--- src/rtl/control_cmd_serializer_pkg.sv ---
// Shared opcode codes, serializer state encoding and payload-length decode for the control byte protocol.
// Used by the host-side serializer and usable by the receiving control unit.
package control_cmd_serializer_pkg;

    localparam logic [7:0] COMMAND_BEGIN_PROGRAM      = 8'h01;
    localparam logic [7:0] COMMAND_WRITE_BLOCK_INSTR  = 8'h02;
    localparam logic [7:0] COMMAND_WRITE_BLOCK_REG_0  = 8'h03;
    localparam logic [7:0] COMMAND_WRITE_BLOCK_REG_1  = 8'h04;
    localparam logic [7:0] COMMAND_UPDATE_BLOCK_REG_0 = 8'h05;
    localparam logic [7:0] COMMAND_UPDATE_BLOCK_REG_1 = 8'h06;
    localparam logic [7:0] COMMAND_ALLOC_DELAY        = 8'h07;
    localparam logic [7:0] COMMAND_SET_INPUT_GAIN     = 8'h08;
    localparam logic [7:0] COMMAND_SET_OUTPUT_GAIN    = 8'h09;
    localparam logic [7:0] COMMAND_COMMIT_REG_UPDATES = 8'h0A;
    localparam logic [7:0] COMMAND_END_PROGRAM        = 8'h0B;

    localparam int CMD_PAYLOAD_MAX = 6;

    typedef enum logic [1:0] {
        CMD_SER_IDLE    = 2'd0,
        CMD_SER_OPCODE  = 2'd1,
        CMD_SER_PAYLOAD = 2'd2
    } cmd_ser_state_e;

    typedef struct packed {
        logic       vld;
        logic [2:0] len;
    } cmd_len_t;

    function automatic cmd_len_t cmd_payload_len(input logic [7:0] opcode,
                                                 input logic [1:0] block_bytes,
                                                 input logic [1:0] data_bytes);
        cmd_len_t r;
        r.vld = 1'b1;
        r.len = 3'd0;
        case (opcode)
            COMMAND_BEGIN_PROGRAM, COMMAND_COMMIT_REG_UPDATES, COMMAND_END_PROGRAM:
                r.len = 3'd0;
            COMMAND_WRITE_BLOCK_INSTR:
                r.len = 3'(block_bytes) + 3'd4;
            COMMAND_WRITE_BLOCK_REG_0, COMMAND_WRITE_BLOCK_REG_1,
            COMMAND_UPDATE_BLOCK_REG_0, COMMAND_UPDATE_BLOCK_REG_1:
                r.len = 3'(block_bytes) + 3'(data_bytes);
            COMMAND_ALLOC_DELAY:
                r.len = 3'd6;
            COMMAND_SET_INPUT_GAIN, COMMAND_SET_OUTPUT_GAIN:
                r.len = 3'(data_bytes);
            default:
                r.vld = 1'b0;
        endcase
        return r;
    endfunction

endpackage

--- src/rtl/control_cmd_serializer.sv ---
// Serialises one whole command into opcode-then-payload bytes; opcode valid the cycle after accept.
// Each byte holds until the receiver's `next` pulse; req_ready is low while a command is in flight.
module control_cmd_serializer
    import control_cmd_serializer_pkg::*;
#(
    parameter int N_BLOCKS           = 256,
    parameter int DATA_WIDTH         = 16,
    parameter int ACK_TIMEOUT_CYCLES = 65536
) (
    input  logic        clk,
    input  logic        reset_n,
    input  logic        req_valid,
    output logic        req_ready,
    input  logic [7:0]  req_cmd,
    input  logic [15:0] req_block,
    input  logic [31:0] req_data,
    input  logic [23:0] req_delay_size,
    input  logic [23:0] req_init_delay,
    output logic [7:0]  out_byte,
    output logic        out_valid,
    input  logic        next,
    output logic        busy,
    output logic        done,
    output logic        cmd_error,
    output logic        ack_timeout,
    output logic [15:0] bytes_sent
);

    localparam int BLOCK_BYTES = (N_BLOCKS > 256) ? 2 : 1;
    localparam int DATA_BYTES  = (DATA_WIDTH == 24) ? 3 : 2;
    localparam int CW          = (ACK_TIMEOUT_CYCLES > 1) ? $clog2(ACK_TIMEOUT_CYCLES) : 1;
    localparam logic [CW-1:0] ACK_LAST = CW'(ACK_TIMEOUT_CYCLES - 1);

    cmd_ser_state_e state_q;
    logic [47:0]    payload_q;
    logic [2:0]     rem_q;
    logic [7:0]     out_byte_q;
    logic           out_valid_q;
    logic           done_q;
    logic           cmd_error_q;
    logic           ack_timeout_q;
    logic [15:0]    bytes_sent_q;
    logic [CW-1:0]  ack_cnt_q;

    cmd_len_t    len_d;
    logic [47:0] payload_d;
    logic [47:0] blk_w;
    logic [47:0] dat_w;
    logic        ack_hit;
    logic        unused_blk;

    function automatic logic [7:0] pick_byte(input logic [47:0] p, input logic [2:0] idx);
        return 8'(p >> {idx, 3'b000});
    endfunction

    // Payload is right-aligned so the highest-indexed byte (block, then data MSB) goes out first.
    always_comb begin
        len_d     = cmd_payload_len(req_cmd, 2'(BLOCK_BYTES), 2'(DATA_BYTES));
        blk_w     = 48'(req_block[8*BLOCK_BYTES-1:0]);
        dat_w     = 48'(req_data[8*DATA_BYTES-1:0]);
        payload_d = '0;
        case (req_cmd)
            COMMAND_WRITE_BLOCK_INSTR:
                payload_d = (blk_w << 32) | 48'(req_data);
            COMMAND_WRITE_BLOCK_REG_0, COMMAND_WRITE_BLOCK_REG_1,
            COMMAND_UPDATE_BLOCK_REG_0, COMMAND_UPDATE_BLOCK_REG_1:
                payload_d = (blk_w << (8*DATA_BYTES)) | dat_w;
            COMMAND_ALLOC_DELAY:
                payload_d = {req_delay_size, req_init_delay};
            COMMAND_SET_INPUT_GAIN, COMMAND_SET_OUTPUT_GAIN:
                payload_d = dat_w;
            default:
                payload_d = '0;
        endcase
    end

    assign ack_hit    = out_valid_q && next;
    assign unused_blk = ^req_block;

    always_ff @(posedge clk or negedge reset_n) begin
        if (!reset_n) begin
            state_q       <= CMD_SER_IDLE;
            payload_q     <= '0;
            rem_q         <= '0;
            out_byte_q    <= '0;
            out_valid_q   <= 1'b0;
            done_q        <= 1'b0;
            cmd_error_q   <= 1'b0;
            ack_timeout_q <= 1'b0;
            bytes_sent_q  <= '0;
            ack_cnt_q     <= '0;
        end else begin
            done_q        <= 1'b0;
            cmd_error_q   <= 1'b0;
            ack_timeout_q <= 1'b0;
            if (ack_hit) begin
                bytes_sent_q <= bytes_sent_q + 16'd1;
            end
            if (ack_hit || !out_valid_q) begin
                ack_cnt_q <= '0;
            end else begin
                ack_cnt_q <= ack_cnt_q + CW'(1);
            end
            unique case (state_q)
                CMD_SER_IDLE: begin
                    if (req_valid) begin
                        if (!len_d.vld) begin
                            cmd_error_q <= 1'b1;
                        end else begin
                            payload_q   <= payload_d;
                            rem_q       <= len_d.len;
                            out_byte_q  <= req_cmd;
                            out_valid_q <= 1'b1;
                            state_q     <= CMD_SER_OPCODE;
                        end
                    end
                end
                CMD_SER_OPCODE: begin
                    if (next) begin
                        if (rem_q == 3'd0) begin
                            out_valid_q <= 1'b0;
                            done_q      <= 1'b1;
                            state_q     <= CMD_SER_IDLE;
                        end else begin
                            out_byte_q <= pick_byte(payload_q, rem_q - 3'd1);
                            state_q    <= CMD_SER_PAYLOAD;
                        end
                    end else if (ack_cnt_q == ACK_LAST) begin
                        out_valid_q   <= 1'b0;
                        ack_timeout_q <= 1'b1;
                        ack_cnt_q     <= '0;
                        state_q       <= CMD_SER_IDLE;
                    end
                end
                CMD_SER_PAYLOAD: begin
                    if (next) begin
                        rem_q <= rem_q - 3'd1;
                        if (rem_q == 3'd1) begin
                            out_valid_q <= 1'b0;
                            done_q      <= 1'b1;
                            state_q     <= CMD_SER_IDLE;
                        end else begin
                            out_byte_q <= pick_byte(payload_q, rem_q - 3'd2);
                        end
                    end else if (ack_cnt_q == ACK_LAST) begin
                        out_valid_q   <= 1'b0;
                        ack_timeout_q <= 1'b1;
                        ack_cnt_q     <= '0;
                        state_q       <= CMD_SER_IDLE;
                    end
                end
                default: state_q <= CMD_SER_IDLE;
            endcase
        end
    end

    assign req_ready   = (state_q == CMD_SER_IDLE);
    assign busy        = ~req_ready;
    assign out_byte    = out_byte_q;
    assign out_valid   = out_valid_q;
    assign done        = done_q;
    assign cmd_error   = cmd_error_q;
    assign ack_timeout = ack_timeout_q;
    assign bytes_sent  = bytes_sent_q;

endmodule

--- config.mk ---
export PLATFORM = sky130hd
export DESIGN_NAME = control_cmd_serializer
export DESIGN_NICKNAME = d
export VERILOG_FILES = /design/src/rtl/control_cmd_serializer_pkg.sv /design/src/rtl/control_cmd_serializer.sv
export SDC_FILE = /design/constraint.sdc
export NUM_CORES = 1
export LEC_CHECK = 0
export ABC_CLOCK_PERIOD_IN_PS = 2600
export BUFFER_PORTS_ARGS = -buffer_cell sky130_fd_sc_hd__buf_2
export CELL_PAD_IN_SITES_DETAIL_PLACEMENT = 1
export CELL_PAD_IN_SITES_GLOBAL_PLACEMENT = 1
export CORE_ASPECT_RATIO = 1.4
export CORE_MARGIN = 3
export CORE_UTILIZATION = 36
export DETAILED_ROUTE_END_ITERATION = 8
export PLACE_DENSITY = 0.88
export SLEW_MARGIN = 20
export SYNTH_ARGS = -nofsm -noshare
export SYNTH_HDL_FRONTEND = slang
export SYNTH_SLANG_ARGS = --single-unit
export TNS_END_PERCENT = 1
--- constraint.sdc ---
create_clock -name clk -period 2.6 [get_ports clk]
set_input_delay 0.13 -clock clk [delete_from_list [all_inputs] [get_ports clk]]
set_output_delay 0.13 -clock clk [all_outputs]
set_load 0.03 [all_outputs]
; Yosys cells after proc, flatten, opt, wreduce, memory -nomap -nowiden
; Cells that the tools add are included.
; W data, S select, Z words.
[classes]
addsub = 4
n_eq_ne = 23
shift = 2
n_mux = 45
bitwise_logic = 3
n_reduce_logical = 16
[op_table]
columns = op, count
row1 = $pmux W48 S4, 1
row2 = $shr A48 B6 Y8, 2
row3 = $mux W16, 4
row4 = $mux W8, 6
row5 = $or A40 B32 Y40, 1
row6 = $add A16 B1 Y16 const B, 2
row7 = $eq A8 B3 Y1 const B, 4
row8 = $eq A8 B4 Y1 const B, 4
row9 = $or A24 B16 Y24, 1
row10 = $pmux W8 S3, 1
row11 = $mux W1, 18
row12 = $eq A16 B16 Y1 const B, 1
row13 = $eq A8 B2 Y1 const B, 2
row14 = $mux W2, 7
row15 = $pmux W3 S4, 1
row16 = $reduce_or A11 Y1, 1
row17 = $ne A2 B2 Y1 const B, 5
row18 = $mux W3, 3
row19 = $eq A8 B1 Y1 const B, 1
row20 = $reduce_and A7 Y1, 1
row21 = $ne A3 B3 Y1 const B, 2
row22 = $pmux W2 S3, 1
row23 = $pmux W3 S2, 1
row24 = $reduce_and A3 Y1, 2
row25 = 20 further kinds, 21
[word_totals]
ff_bits = 97
inputBits = 108
out_inout_bits = 30
elab_cells = 103

; Longest topological paths before layout
; Gate-level depths: netlist (run 1).
[logic_depth]
depth_word = 6
ltp_mapped = 11

; Worst setup path after synthesis (run 1)
; Ideal clock, no wire load.
[synth_timing]
path_kind = reg2reg
from = register rem_q[1]
to = register out_byte_q[6] (netlist: out_byte[6])
setup_time_ns = 0.083
arrival_time_ns = 2.421
required_ns = 2.517
path_slack_ns = 0.097
stages_incl_launch_ff = 12
n_path_buf = 4
cell_sequence = dfrtp_1 > clkbuf_1 > buf_2 > inv_1 > ha_1 > buf_2 > buf_2 > mux2i_1 > a22o_1 > a211oi_1 > o22ai_1 > o21ai_0
[synth_via]
elab_chain_len = 5
[synth_rtl]
columns = item, line_no
row1 = from (decl), control_cmd_serializer.sv:36  ; logic [2:0] rem_q;
row2 = from (signal assigned), control_cmd_serializer.sv:111  ; rem_q <= len_d.len;
row3 = from (signal assigned), control_cmd_serializer.sv:137  ; rem_q <= rem_q - 3'd1;
row4 = $sub A3 B2 Y3 or $sub A3 B1 Y3 (tied branches), "control_cmd_serializer.sv:143, control_cmd_serializer.sv:125"
row5 = $shr A48 B6 Y8, control_cmd_serializer.sv:53  ; return 8'(p >> {idx, 3'b000});
row6 = "$mux W8, on equally long branches", "control_cmd_serializer.sv:138, control_cmd_serializer.sv:120"
row7 = "$mux W8, on equally long branches", "control_cmd_serializer.sv:136, control_cmd_serializer.sv:119"
row8 = $pmux W8 S3, control_cmd_serializer.sv:104  ; unique case (state_q)
row9 = to (signal assigned), control_cmd_serializer.sv:112  ; out_byte_q <= req_cmd;
row10 = to (signal assigned), control_cmd_serializer.sv:125  ; out_byte_q <= pick_byte(payload_q, rem_q - 3'd1);
row11 = to (signal assigned), control_cmd_serializer.sv:143  ; out_byte_q <= pick_byte(payload_q, rem_q - 3'd2);
row12 = to (decl), control_cmd_serializer.sv:37  ; logic [7:0] out_byte_q;
; Several ways; a longest one is shown, not always the timed one. The select of a mux whose other input is x is not followed.
; A chain may end at the register's enable or synchronous reset.

; Worst setup path in the final report (run 1)
[layout_timing]
from = register state_q[0]
to = register out_byte_q[1] (netlist: out_byte[1])
[layout_via]
elab_chain_len = 3
[layout_rtl]
columns = item, line_no
row1 = from (decl), control_cmd_serializer.sv:34  ; cmd_ser_state_e state_q;
row2 = from (signal assigned), control_cmd_serializer.sv:82  ; state_q <= CMD_SER_IDLE;
row3 = from (signal assigned), control_cmd_serializer.sv:114  ; state_q <= CMD_SER_OPCODE;
row4 = from (signal assigned), control_cmd_serializer.sv:123  ; state_q <= CMD_SER_IDLE;
row5 = $eq A2 B2 Y1 (tied with other cells), control_cmd_serializer.sv:104
row6 = $ne A2 B2 Y1 (no source line) (tied with other cells), n/a
row7 = $reduce_and A7 Y1 (no source line), n/a
; Several ways; a longest one is shown, not always the timed one.

==> results.txt, run 1 <==
Status - finished clean
Setup total negative slack - 0 ns
Final #Nets - 831
DP Wirelength - 12800 um
Row cnt - 52
Core ar. - 14700 um^2
Routability Congestion - 0.851
Cells after Synth - 593
Total power - 6.13 mW
H-tree levels - 3
Clock buffer depth - 2
Worst Setup SP - state_q[0]
Die height - 152 um
Number of synthesized flops with an enable pin - 0
ANT nets after route - 0
Initial antenna violation count - 0
Clock Power Share - 25.0%
Routed wire per std cell - 19.0 um
CP endpoint kind - flop
Hold Path Class - in2reg
Initial DRC count - 255
Number of CTS-inserted buffers - 9
Clock transition at the registers of the reported paths - 0.07 ns
Switch Pwr - 2.44 mW
GRT Resource Usage Total - 20.3%
Syn nets - 710
CP peak stage delay - 0.50 ns
Least-Margin Pin Slew - 0.630 ns
Yosys reg bits - 97
Post-synth top flop - dfrtp_1
CP Max Fanout - 11
Comb power frac - 42.9%
Area contributors post-synth - dfrtp_1 (44%), o21ai_0 (6.8%), nand2_1 (6.2%)
Port Buffers - 129
Drt first pass iters - 4
Min-delay src - req_delay_size[19]
WP data required - 2.86 ns
Seq pwr share - 32.1%
Headroom to the max-slew limit - 58.0%
Clock Tree Root - clkbuf_16
Die area - 16800 um^2
Worst reg2reg startpoint - state_q[0]
Global-route wire length before repair - 27900 um
Die X - 110 um
Endpoints failing hold - 0
Avg Inst Size Synth - 9.28 um^2
Yosys warns - 0
VDD IR max - 0.500 mV
Fmax - 0.442 GHz
Worst hold slack - 0.0332 ns
Area grow syn2layout - 22.4%
Vias - 5006
Max Slew Vio Count - 0
Utilization after layout - 45.8%
Leakage power - 3.02 nW
Pwr dens - 909 nW/um^2
Total gr overflow - 0
Slowest CP cell - or3_1
DRC - 0
Clock Sinks - 97
Proportion of layout cells with a drive suffix above 1 - 26.3%
Bufs and invs on worst path - 1
CTS tree - done
Sw Share - 39.8%
Layout Skew - 0.00802 ns
Final Cycle Share - 86.9%
Library cells used by synthesis - 46
Crit path DAT - 2.52 ns
FILL cells - 1766
Largest net degree at the start of global routing - 57
Post-CTS sizing - 0
Post-CTS setup buffers - 0
RSZ-0062 raised after global routing - false
Num ports - 138
DR vias/cell - 5.52
Mapped Area - 5500 um^2
Starting density of the core - 37.4%
Cell taking the most area after synthesis - dfrtp_1
Sequential share of the synthesized area - 44.1%
N_diodes - 0
P_int - 3.69 mW
Number of global-route vias before repair - 5376
Final min period - 2.26 ns
Crit-path cells - inv_1 -> ha_1 -> nor2b_1 -> or3_1 -> a211oi_1 -> o22ai_1 -> o21ai_0
Cell family with most CP delay - simple AND/OR/NAND/NOR gates
# setup viols final - 0
Critical path type - reg2reg
Async set or reset register ratio after synthesis - 100%
Crit start category - flop
Routed wire length - 17200 um
Worst-skew pair later-pin latency - 0.34 ns
Synth top area share - 44.1%
Maxcap violations - 0
-- repair_timing --
| action | in CTS | in global routing |
|---|---|---|
| hold buffers | 1 | 0 |
| hold endpoints to repair | 46 | 0 |
| endpoints found under the setup margin | 0 | 0 |
-- path summary, 6_finish.rpt --
| path | to | slack (ns) | cells past startpoint |
|---|---|---|---|
| setup / recovery | out_byte[1] | 0.34 | 7 |
| hold / removal | payload_q[43] | 0.03 | 3 |
| setup reg to reg | out_byte[1] | 0.34 | 7 |
| hold reg to reg | bytes_sent[15] | 0.47 | 1 |
| max in group asynchronous | payload_q[16] | 1.55 | 3 |
| min in group asynchronous | bytes_sent[6] | 0.36 | 2 |
-- worst min-delay path, delay by kind of cell --
kind / cells / cell delay (ns)
simple gates: 1 / 0.04
compound gates: 1 / 0.06
buf+inv: 1 / 0.10
-- cells by family (layout without fill, tap and decap cells) --
group                      Yosys count  in the layout  share of synthesized area (%)
and+or+nand+nor                    180            180                           14.7
AOI/OAI and AO/OA                  173            173                           20.4
DFF                                 97             97                           44.1
buffers and inverters               53            178                           4.23
muxes                               51             51                           9.67
xor gates and xnor gates            30             30                           4.78
adders and majority gates            9              9                           2.05
-- power groups by stage --
stage | clock network, mW | registers (mW) | logic, mW
floorplan | 0 | 2.14 | 1.61
global placement | 0 | 1.97 | 2.53
detailed placement | 0 | 1.99 | 2.62
CTS | 1.55 | 1.96 | 2.64
global route | 1.62 | 1.99 | 2.87
finish | 1.53 | 1.97 | 2.63
-- per-layer routing --
metal	track usage, %	wire length [um]	up-vias
met2	37.4	9330	134
met5	0	0	-
met1	23.0	6610	2464
li1	-	-	2366
met4	8.74	707	0
met3	3.18	572	42
-- cells in the final DEF, fill, tap and decap left out, types with 2 or more instances in the layout --
| cell type | count |
|---|---|
| buf_2 | 128 |
| dfrtp_1 | 97 |
| nand2_1 | 91 |
| o21ai_0 | 75 |
| a22oi_1 | 40 |
| nor2_1 | 36 |
| mux2i_1 | 34 |
| xnor2_1 | 18 |
| buf_4 | 18 |
| mux2_2 | 17 |
| o22ai_1 | 16 |
| inv_1 | 14 |
| nand3_1 | 12 |
| xor2_1 | 12 |
| a211oi_1 | 10 |
| a22o_1 | 10 |
| ha_1 | 9 |
| clkbuf_16 | 9 |
| and3_1 | 7 |
| nor3_1 | 6 |
| nor2b_1 | 5 |
| nand4_1 | 4 |
| or3_1 | 4 |
| a21oi_1 | 4 |
| nor4_1 | 4 |
| o21ai_1 | 3 |
| o211ai_1 | 3 |
| a31oi_1 | 3 |
| bufinv_16 | 3 |
| and4_1 | 2 |
| nor3b_2 | 2 |
| o21bai_1 | 2 |
| buf_12 | 2 |
-- area by class of cell --
class	count	area, um^2	area share, %
clock inverter	5	104	1.54
tap	189	236	3.51
inverter	14	52.6	0.780
clock buffer	10	239	3.55
timing repair buffer	149	826	12.3
sequential	97	2430	36.0
multi-input combinational	443	2850	42.3
-- registers in the layout, indices dropped and copies added (netlist names) --
name / cells
payload_q: 48
ack_cnt_q: 16
bytes_sent: 16
out_byte: 8
rem_q: 3
state_q: 2
ack_timeout: 1
cmd_error: 1
done: 1
out_valid: 1
-- Yosys cell counts, types with 14 or more instances --
master,instances
buf_2,15
mux2_2,17
inv_1,14
nor2_1,36
xnor2_1,18
mux2i_1,34
a22oi_1,40
dfrtp_1,97
clkbuf_1,18
o22ai_1,16
o21ai_0,75
nand2_1,91
-- metrics by stage --
step | cell area, um^2 | instances | setup WS, ns
global route | 6740 | 907 | 0.202
floorplan | 5500 | 593 | 0.0969
finish | 6740 | 907 | 0.340
global placement | 6380 | 891 | 0.504
detailed placement | 6380 | 891 | 0.374
CTS | 6740 | 907 | 0.353
No activity file was read; power rests on OpenSTA's default activity.
==> inputs of run 2 (changes only) <==
--- a/config.mk
+++ b/config.mk
@@ -11,9 +11,9 @@
 export CELL_PAD_IN_SITES_GLOBAL_PLACEMENT = 1
 export CORE_ASPECT_RATIO = 1.4
 export CORE_MARGIN = 3
-export CORE_UTILIZATION = 36
+export CORE_UTILIZATION = 30
 export DETAILED_ROUTE_END_ITERATION = 8
-export PLACE_DENSITY = 0.88
+export PLACE_DENSITY = 0.77
 export SLEW_MARGIN = 20
 export SYNTH_ARGS = -nofsm -noshare
 export SYNTH_HDL_FRONTEND = slang
==> run 2 against run 1 <==
Count of clock-buffer cells in the layout is 2 higher. Critical path depth unchanged. Hold slack lost 0.0097 ns. Sequential share of layout area decreased by 0.21 points. Clock power decreased by 8%. Utilization shrank 8.2 points. Worst setup slack lost 0.018 ns. Power is 2.4% lower. Design area up 0.59%. Fmax down 0.80%. Largest cell class unchanged. Largest power group unchanged.
==> results.txt, run 2 (synthesis results as in run 1) <==
Largest net degree at the start of global routing - 57 (unchanged)
Endpoints failing hold - 0 (unchanged)
Worst-skew pair later-pin latency - 0.35 ns (about the same)
Final min period - 2.28 ns (+0.0183 ns)
Critical path type - reg2reg
Worst hold slack - 0.0236 ns (-0.00965 ns)
Clock transition at the registers of the reported paths - 0.07 ns (about the same)
Area grow syn2layout - 23.2%
Most frequent cells in the layout - buf_2 (128), dfrtp_1 (97), nand2_1 (91)
Total gr overflow - 0 (unchanged)
CTS tree - done
Post-CTS sizing - 0 (unchanged)
# setup viols final - 0 (unchanged)
Routability Congestion - 0.856 (+0.59%)
Layout Skew - 0.00645 ns (-0.00157 ns)
VDD IR max - 0.331 mV (-34%)
Placed insts - 944 (+5.9%)
Status - finished clean
DP Wirelength - 12700 um (-0.67%)
DRC - 0 (unchanged)
Number of global-route vias before repair - 5111 (-4.9%)
Global-route wire length before repair - 26900 um (-3.5%)
Hold bufs inserted after CTS - 1 (unchanged)
RSZ-0062 raised after global routing - false
CP endpoint kind - flop
R2R setup slack - 0.32 ns (-0.02 ns)
Crit-path cells - inv_1 -> ha_1 -> nor2b_1 -> or3_1 -> a211oi_1 -> o22ai_1 -> o21ai_0
N_diodes - 0 (unchanged)
Vias - 4863 (-2.9%)
Num ports - 138 (unchanged)
Most common cell after layout, fill and taps aside - buf_2
Starting density of the core - 30.6% (-6.8 points)
Leakage power - 3.00 nW (-0.42%)
Max reg flops - 48 (unchanged)
WP data required - 2.86 ns (about the same)
Initial DRC count - 254 (-0.39%)
Die height - 166 um (+9.2%)
Bufs and invs on worst path - 1 (unchanged)
Die area - 20000 um^2 (+19%)
DR vias/cell - 5.06 (-8.3%)
Pwr dens - 883 nW/um^2 (-2.9%)
Crit path DAT - 2.54 ns (+0.02 ns)
Total power - 5.98 mW (-2.4%)
Headroom to the max-slew limit - 56.1% (-2.0 points)
Final #Nets - 833 (+0.24%)
Cell family with most CP delay - compound AO/OA/AOI/OAI gates
Port Buffers - 129 (unchanged)
Clock buffer depth - 2 (unchanged)
Clock Sinks - 97 (unchanged)
Cell area after layout - 6780 um^2 (+0.59%)
ANT nets after route - 0 (unchanged)
Most flop-heavy register - payload_q
Least-Margin Pin Slew - 0.659 ns (+0.0294 ns)
Final cell count without fillers - 961 (+6.0%)
Crit start category - flop
Placed Area - 6450 um^2 (+1.0%)
Slowest CP cell - or3_1
Core ar. - 18000 um^2 (+22%)
Final WS setup - 0.321 ns (-0.0183 ns)
Fmax - 0.439 GHz (-0.80%)
GRT Resource Usage Total - 16.7% (-3.6 points)
Clock Tree Root - clkbuf_16
Final Cycle Share - 87.6% (+0.70 points)
Setup total negative slack - 0 ns (unchanged)
Row cnt - 58 (+12%)
Drt first pass iters - 7 (+3)
Pre-CTS WS - 0.365 ns (-0.00851 ns)
Post-CTS setup buffers - 0 (unchanged)
Routed wire length - 16500 um (-4.0%)
Initial antenna violation count - 0 (unchanged)
Hold Path Class - in2reg
CP Max Fanout - 14 (+3)
CP peak stage delay - 0.49 ns (about the same)
Die X - 120 um (+9.0%)
Number of CTS-inserted buffers - 9 (unchanged)
Proportion of layout cells with a drive suffix above 1 - 26.6% (+0.31 points)
Maxcap violations - 0 (unchanged)
Utilization after layout - 37.7% (-8.2 points)
Max Slew Vio Count - 0 (unchanged)
H-tree levels - 3 (unchanged)
Routed wire per std cell - 17.2 um (-9.4%)
## run 2: cell count changes in the layout (fill, tap and decap cells not counted)
cell	previous run	this run
clkinv_4	1	0
buf_12	2	1
buf_4	18	21
bufinv_16	3	1
clkinvlp_4	0	2
clkbuf_8	1	3
## run 2: layer usage
layer / share of wire (%) / global-route usage, % / wire length [um]
met1: 41 / 20.2 / 6860
met2: 52 / 29.2 / 8530
met3: 3.2 / 3.03 / 536
met4: 3.8 / 6.76 / 622
met5: 0 / 0 / 0
## run 2: worst min-delay path, delay by kind of cell
| kind | cells | cell delay [ns] |
|---|---|---|
| and+or+nand+nor | 1 | 0.04 |
| buffers and inverters | 1 | 0.09 |
| AOI/OAI and AO/OA | 1 | 0.06 |
## run 2: worst paths after layout
kind,from,to,cells after the start
setup / recovery,state_q[0],out_byte[1],7
setup reg to reg,state_q[0],out_byte[1],7
hold / removal,req_delay_size[17],payload_q[41],3
min in group asynchronous,reset_n,bytes_sent[7],2
max in group asynchronous,reset_n,payload_q[28],3
hold reg to reg,bytes_sent[15],bytes_sent[15],1
## run 2: final cells by class
type                            count  area, um^2
Fill cell                        2220       11200
Multi-Input combinational cell    443        2850
Sequential cell                    97        2430
Timing Repair Buffer              151         828
Tap cell                          240         300
Clock buffer                       12         267
Inverter                           14        52.6
Clock inverter                      4        50.0
## run 2: where the power goes
part | total (mW) | internal, mW | switching, mW | leakage, nW
Sequential | 1.97 | 1.73 | 0.238 | 1.31
Clock | 1.41 | 0.824 | 0.585 | 0.151
Combinational | 2.60 | 0.996 | 1.61 | 1.54
